[config.mk]
export PLATFORM = sky130hd
export DESIGN_NAME = display_scan_ctrl
export DESIGN_NICKNAME = d
export VERILOG_FILES = /design/src/rtl/display_scan_ctrl_pkg.sv /design/src/rtl/display_scan_ctrl_hex_to_seg.sv /design/src/rtl/display_scan_ctrl.sv
export SDC_FILE = /design/constraint.sdc
export NUM_CORES = 1
export LEC_CHECK = 0
export BUFFER_PORTS_ARGS = -buffer_cell sky130_fd_sc_hd__buf_2
export CORE_ASPECT_RATIO = 0.6
export CORE_MARGIN = 3
export CORE_UTILIZATION = 30
export DETAILED_ROUTE_END_ITERATION = 6
export GPL_ROUTABILITY_DRIVEN = 0
export PLACE_DENSITY = 0.53
export SYNTH_ARGS = -nofsm -noshare
export SYNTH_HDL_FRONTEND = slang
export SYNTH_SLANG_ARGS = --single-unit
[constraint.sdc]
create_clock -name clk -period 2.25 [get_ports clk]
set_clock_uncertainty 0.05 [all_clocks]
set_input_delay 0.45 -clock clk [delete_from_list [all_inputs] [get_ports clk]]
set_output_delay 0.45 -clock clk [all_outputs]
set_load 0.1 [all_outputs]
[src/rtl/display_scan_ctrl_pkg.sv]
// Shared segment constants for the seven-segment scan controller.
// Bit positions follow seg[6]=a down to seg[0]=g.
package display_scan_ctrl_pkg;

  localparam int unsigned SEG_A = 6;
  localparam int unsigned SEG_B = 5;
  localparam int unsigned SEG_C = 4;
  localparam int unsigned SEG_D = 3;
  localparam int unsigned SEG_E = 2;
  localparam int unsigned SEG_F = 1;
  localparam int unsigned SEG_G = 0;

  localparam logic [6:0] SEG_BLANK = 7'h00;

  localparam logic [6:0] SEG_HEX_0 = 7'h7E;
  localparam logic [6:0] SEG_HEX_1 = 7'h30;
  localparam logic [6:0] SEG_HEX_2 = 7'h6D;
  localparam logic [6:0] SEG_HEX_3 = 7'h79;
  localparam logic [6:0] SEG_HEX_4 = 7'h33;
  localparam logic [6:0] SEG_HEX_5 = 7'h5B;
  localparam logic [6:0] SEG_HEX_6 = 7'h5F;
  localparam logic [6:0] SEG_HEX_7 = 7'h70;
  localparam logic [6:0] SEG_HEX_8 = 7'h7F;
  localparam logic [6:0] SEG_HEX_9 = 7'h7B;
  localparam logic [6:0] SEG_HEX_A = 7'h77;
  localparam logic [6:0] SEG_HEX_B = 7'h1F;
  localparam logic [6:0] SEG_HEX_C = 7'h4E;
  localparam logic [6:0] SEG_HEX_D = 7'h3D;
  localparam logic [6:0] SEG_HEX_E = 7'h4F;
  localparam logic [6:0] SEG_HEX_F = 7'h47;

endpackage

[src/rtl/display_scan_ctrl_hex_to_seg.sv]
// Combinational hex nibble to active-high seven-segment pattern.
module hex_to_seg
  import display_scan_ctrl_pkg::*;
(
  input  logic [3:0] nibble,
  output logic [6:0] seg
);

  always_comb begin
    seg = SEG_BLANK;
    case (nibble)
      4'h0: seg = SEG_HEX_0;
      4'h1: seg = SEG_HEX_1;
      4'h2: seg = SEG_HEX_2;
      4'h3: seg = SEG_HEX_3;
      4'h4: seg = SEG_HEX_4;
      4'h5: seg = SEG_HEX_5;
      4'h6: seg = SEG_HEX_6;
      4'h7: seg = SEG_HEX_7;
      4'h8: seg = SEG_HEX_8;
      4'h9: seg = SEG_HEX_9;
      4'hA: seg = SEG_HEX_A;
      4'hB: seg = SEG_HEX_B;
      4'hC: seg = SEG_HEX_C;
      4'hD: seg = SEG_HEX_D;
      4'hE: seg = SEG_HEX_E;
      4'hF: seg = SEG_HEX_F;
      default: seg = SEG_BLANK;
    endcase
  end

endmodule

[src/rtl/display_scan_ctrl.sv]
// Multiplexed seven-segment scan controller with blanking guard, leading-zero
// suppression and a frame-aligned double buffer for the displayed value.
module display_scan_ctrl
  import display_scan_ctrl_pkg::*;
#(
  parameter int unsigned NDIGITS      = 4,
  parameter int unsigned DIV          = 1000,
  parameter int unsigned BLANK_CYCLES = 2
) (
  input  logic                 clk,
  input  logic                 rst,
  input  logic                 load,
  input  logic [4*NDIGITS-1:0] value,
  input  logic                 lz_en,
  output logic [6:0]           seg,
  output logic [NDIGITS-1:0]   an,
  output logic                 frame_done
);

  localparam int unsigned CW = (DIV > 1) ? $clog2(DIV) : 1;
  localparam int unsigned IW = $clog2(NDIGITS);
  localparam int unsigned VW = 4 * NDIGITS;

  localparam logic [CW-1:0] CntMax   = CW'(DIV - 1);
  localparam logic [CW-1:0] CntBlank = CW'(BLANK_CYCLES);
  localparam logic [IW-1:0] IdxMax   = IW'(NDIGITS - 1);

  // cnt_q/idx_q name the slot position the output registers load at the next edge.
  logic [CW-1:0]      cnt_q, cnt_d;
  logic [IW-1:0]      idx_q, idx_d;
  logic [VW-1:0]      act_q, pend_q;
  logic               pf_q, pf_d;
  logic               wrap_q;
  logic [6:0]         seg_q;
  logic [NDIGITS-1:0] an_q, an_d;
  logic               fd_q;

  logic               slot_end, frame_end;
  logic [3:0]         nibble;
  logic               upper_zero, suppress;
  logic [6:0]         dec_seg;

  hex_to_seg u_hex_to_seg (
    .nibble (nibble),
    .seg    (dec_seg)
  );

  always_comb begin
    slot_end  = (cnt_q == CntMax);
    frame_end = slot_end && (idx_q == IdxMax);
    cnt_d     = slot_end ? '0 : cnt_q + 1'b1;
    idx_d     = idx_q;
    if (slot_end) begin
      idx_d = (idx_q == IdxMax) ? '0 : idx_q + 1'b1;
    end
    // A load on the boundary edge re-arms the flag for the following frame.
    pf_d = load | (pf_q & ~frame_end);
  end

  always_comb begin
    nibble     = 4'h0;
    upper_zero = 1'b1;
    for (int i = 0; i < NDIGITS; i++) begin
      if (idx_q == IW'(i)) begin
        nibble = act_q[4*i +: 4];
      end
      if ((IW'(i) >= idx_q) && (act_q[4*i +: 4] != 4'h0)) begin
        upper_zero = 1'b0;
      end
    end
    suppress = lz_en && (idx_q != '0) && upper_zero;
  end

  always_comb begin
    an_d = '0;
    for (int i = 0; i < NDIGITS; i++) begin
      an_d[i] = (cnt_q >= CntBlank) && (idx_q == IW'(i));
    end
  end

  always_ff @(posedge clk) begin
    if (rst) begin
      cnt_q  <= '0;
      idx_q  <= '0;
      act_q  <= '0;
      pend_q <= '0;
      pf_q   <= 1'b0;
      wrap_q <= 1'b0;
      seg_q  <= SEG_BLANK;
      an_q   <= '0;
      fd_q   <= 1'b0;
    end else begin
      cnt_q  <= cnt_d;
      idx_q  <= idx_d;
      pf_q   <= pf_d;
      wrap_q <= frame_end;
      an_q   <= an_d;
      fd_q   <= wrap_q;
      if (load) begin
        pend_q <= value;
      end
      if (frame_end && pf_q) begin
        act_q <= pend_q;
      end
      // Segments only update on the first (blanked) cycle of a slot.
      if (cnt_q == '0) begin
        seg_q <= suppress ? SEG_BLANK : dec_seg;
      end
    end
  end

  assign seg        = seg_q;
  assign an         = an_q;
  assign frame_done = fd_q;

endmodule
==> out/results.tsv <==
stage	metric	value	unit
timing	final hold violation count	0	
clock_network	Clk Latency, worst-skew pair	330	ps
synthesis	Yosys top cell by area	dfxtp_1	
timing	worst-margin pin slew	614	ps
synthesis	Primary FF master, synth	dfxtp_1	
clock_network	clock-pin slew on the worst setup and hold paths	50	ps
critical_path	CP max FO	6	
detailed_routing	drt first pass iters	4	
timing	Final Critical Period	2230	ps
final_layout	filler instances	889	
global_route	largest net degree at the start of global routing	23	
die	chip height	79.8	um
power_and_ir_drop	peak supply drop	0.368	mV
final_layout	Sequential Area	1170	um^2
status	status	finished, final reports clean	
die	Ports	32	
synthesis	sequential share of the synthesized area	0.426	
clock_network	CTS root buffer	clkbuf_16	
global_route	initial antenna violation count	0	
global_route	vias in the first global route	2027	
synthesis	FFs w/ async S/R, synth	0	
detailed_routing	post-DR vias/cell	4.65	
placement	post-DP HPWL	4410	um
critical_path	Worst Setup SP	idx_q[1]	
power_and_ir_drop	Leak	1.45	nW
critical_path	CP Cell Sequence	inv_4 -> ha_4 -> nand3b_1 -> a221o_2 -> inv_2 -> buf_6 -> ha_4 -> mux2i_1 -> mux2_4 -> a22o_1	
critical_path	kind of critical path	reg2reg	
worst_hold_path	HP Start	value[15]	
detailed_routing	vias post-DR	2134	
timing	Slew Viols, Final	0	
die	Initial Util	0.315	
final_layout	Util after Layout	0.403	
timing	RSZ-0062 raised after global routing	yes	
timing	Tcrit/Tclk final	0.993	
die	full die area	10300	um^2
clock_network	clock buffer depth	2	
clock_network	CTS buffer count	9	
critical_path	most used cell, CP	ha_4	
critical_path	WP data required	2420	ps
global_route	first-pass GRT wire length	10000	um
placement	Area after DPL	3040	um^2
synthesis	Mean Syn Cell Area	9.29	um^2
synthesis	Netlist Area Pre-Place	2720	um^2
critical_path	Crit-path slowest cell	a221o_2	
synthesis	flops & latches, synth	58	
synthesis	Yosys cell types	50	
final_layout	fin area	3490	um^2
clock_network	H-tree Lvls	3	
synthesis	Mapped Nets	328	
detailed_routing	DRT iter0 DRCs	170	
global_route	GRT overflow	0	
die	number of core rows	26	
power_and_ir_drop	PD cells	774	nW/um^2
final_layout	layout cells sized above 1	0.308	
synthesis	Post-synth EDFFs	0	
critical_path	CP arrival	2410	ps
final_layout	layout overhead on the synthesized area	28.1	%
detailed_routing	antenna-violating nets left	0	
critical_path	max incr delay on CP	430	ps
die	die width	129	um
clock_network	TritonCTS clock tree	yes	
final_layout	footprint of the multi-input gates	1510	um^2
worst_hold_path	Hold Path Class	in2reg	
synthesis	Area contributors post-synth	dfxtp_1 43%, mux2i_1 7.7%, ha_1 6.9%, nand2_1 6.1%, nor2_1 5.0%	
synthesis	Synth Instances	293	
clock_network	clock sink count	58	
global_route	total track usage	0.128	
synthesis	Ys Warns	0	
flow_run	# Max-Cap Violations	0	
timing	Fmax	0.448	GHz
detailed_routing	wire per inst	13.7	um
critical_path	CP endpoint kind	flip-flop	
critical_path	Startpoint Class	flip-flop	
detailed_routing	DRC violations left	0	
critical_path	worst r2r src	idx_q[1]	
die	core area	8650	um^2
synthesis	post-synth top area share	0.426	
detailed_routing	Post-Route WL	6300	um
placement	# port buffers	31	
timing	final setup fails	0	
final_layout	ant diodes	0	
final_layout	nets	378	
timing	Slew headroom	0.591	
path summary, 6_finish.rpt:
| path | end | slack, ps | cells past startpoint |
|---|---|---|---|
| setup / recovery | seg[3] | 20 | 10 |
| hold / removal | pend_q[15] | 300 | 3 |
| setup reg to reg | seg[3] | 20 | 10 |
| hold reg to reg | seg[1] | 400 | 2 |
state kept, by name, summed over array words and instances (netlist names):
name	count
pf_q	1
pend_q	16
an	4
frame_done	1
cnt_q	10
seg	7
idx_q	2
act_q	16
wrap_q	1
cell type report:
type,instances,area share
Timing Repair Buffer,55,0.0994
Clock buffer,12,0.0707
Sequential cell,58,0.335
Tap cell,112,0.0402
Clock inverter,3,0.0115
Inverter,10,0.0115
Multi-Input combinational cell,209,0.432
power by group:
| part | internal (mW) | switching, mW | leakage (nW) |
|---|---|---|---|
| Clock | 0.875 | 0.449 | 0.142 |
| Combinational | 0.0737 | 0.209 | 0.831 |
| Sequential | 1.07 | 0.0249 | 0.475 |
| Total | 2.02 | 0.682 | 1.45 |
logic make-up (layout without fill, tap and decap cells):
logic type,after synthesis,in the layout,synth area share
xor+xnor,7,7,0.0225
simple gates,119,119,0.216
fa+ha+maj,15,15,0.0689
buf+inv,26,80,0.0533
mux,22,22,0.0813
compound gates,46,46,0.131
flops,58,58,0.426
synthesized netlist by cell type (3+ instances only):
| master | n |
|---|---|
| a21oi_2 | 10 |
| nor2_1 | 36 |
| ha_1 | 15 |
| nor4_1 | 3 |
| nor3b_1 | 3 |
| a21oi_1 | 12 |
| buf_6 | 4 |
| o21ai_0 | 3 |
| dfxtp_1 | 58 |
| nand2_1 | 44 |
| clkbuf_1 | 5 |
| a32o_1 | 4 |
| mux2i_1 | 21 |
| xor2_1 | 3 |
| buf_2 | 5 |
| xnor2_1 | 4 |
| nand3_1 | 5 |
| nor2b_1 | 4 |
| and2_1 | 6 |
| nand3b_1 | 4 |
| inv_1 | 10 |
timing repair:
item                       4_1_cts  5_1_grt
setup buffers                    1        6
resized for setup               10       18
setup endpoints to repair        7        7
pin swaps                        2        9
hold buffers                     0        0
cells in the final DEF (no fill, tap or decap), types with 4 or more instances in the layout:
| master | count |
|---|---|
| a21oi_1 | 12 |
| a21oi_2 | 10 |
| a32o_1 | 4 |
| and2_1 | 6 |
| buf_2 | 31 |
| buf_4 | 21 |
| clkbuf_16 | 9 |
| dfxtp_1 | 56 |
| ha_1 | 7 |
| ha_4 | 5 |
| inv_1 | 6 |
| mux2i_1 | 21 |
| nand2_1 | 44 |
| nand3_1 | 5 |
| nand3b_1 | 4 |
| nor2_1 | 35 |
| nor2b_1 | 4 |
| xnor2_1 | 4 |
per-layer routing:
| metal | routed length (um) | global-route usage | vias up |
|---|---|---|---|
| met5 | 0 | 0 | - |
| met2 | 2460 | 0.170 | 35 |
| li1 | - | - | 1096 |
| met1 | 3430 | 0.179 | 992 |
| met3 | 287 | 0.0515 | 11 |
| met4 | 121 | 0.0566 | 0 |
worst max-delay path, delay by kind of cell, from the launching register on:
family	cells	cell delay, ps
muxes	2	370
DFF	1	400
and+or+nand+nor	1	150
adders and majority gates	2	310
buffers and inverters	3	250
AOI/OAI and AO/OA	2	600
stage by stage:
stage	hold slack (ps)	instances	setup TNS (ps)	power [mW]	worst slack, ps
global route	305	459	-124	2.81	-60.0
finish	303	459	0	2.70	16.2
CTS	294	453	0	2.74	6.25
global placement	376	437	-21.0	1.40	-16.4
floorplan	364	293	0	1.34	3.51
detailed placement	393	437	-402	1.40	-117
Power figures use the tool's default switching activity.
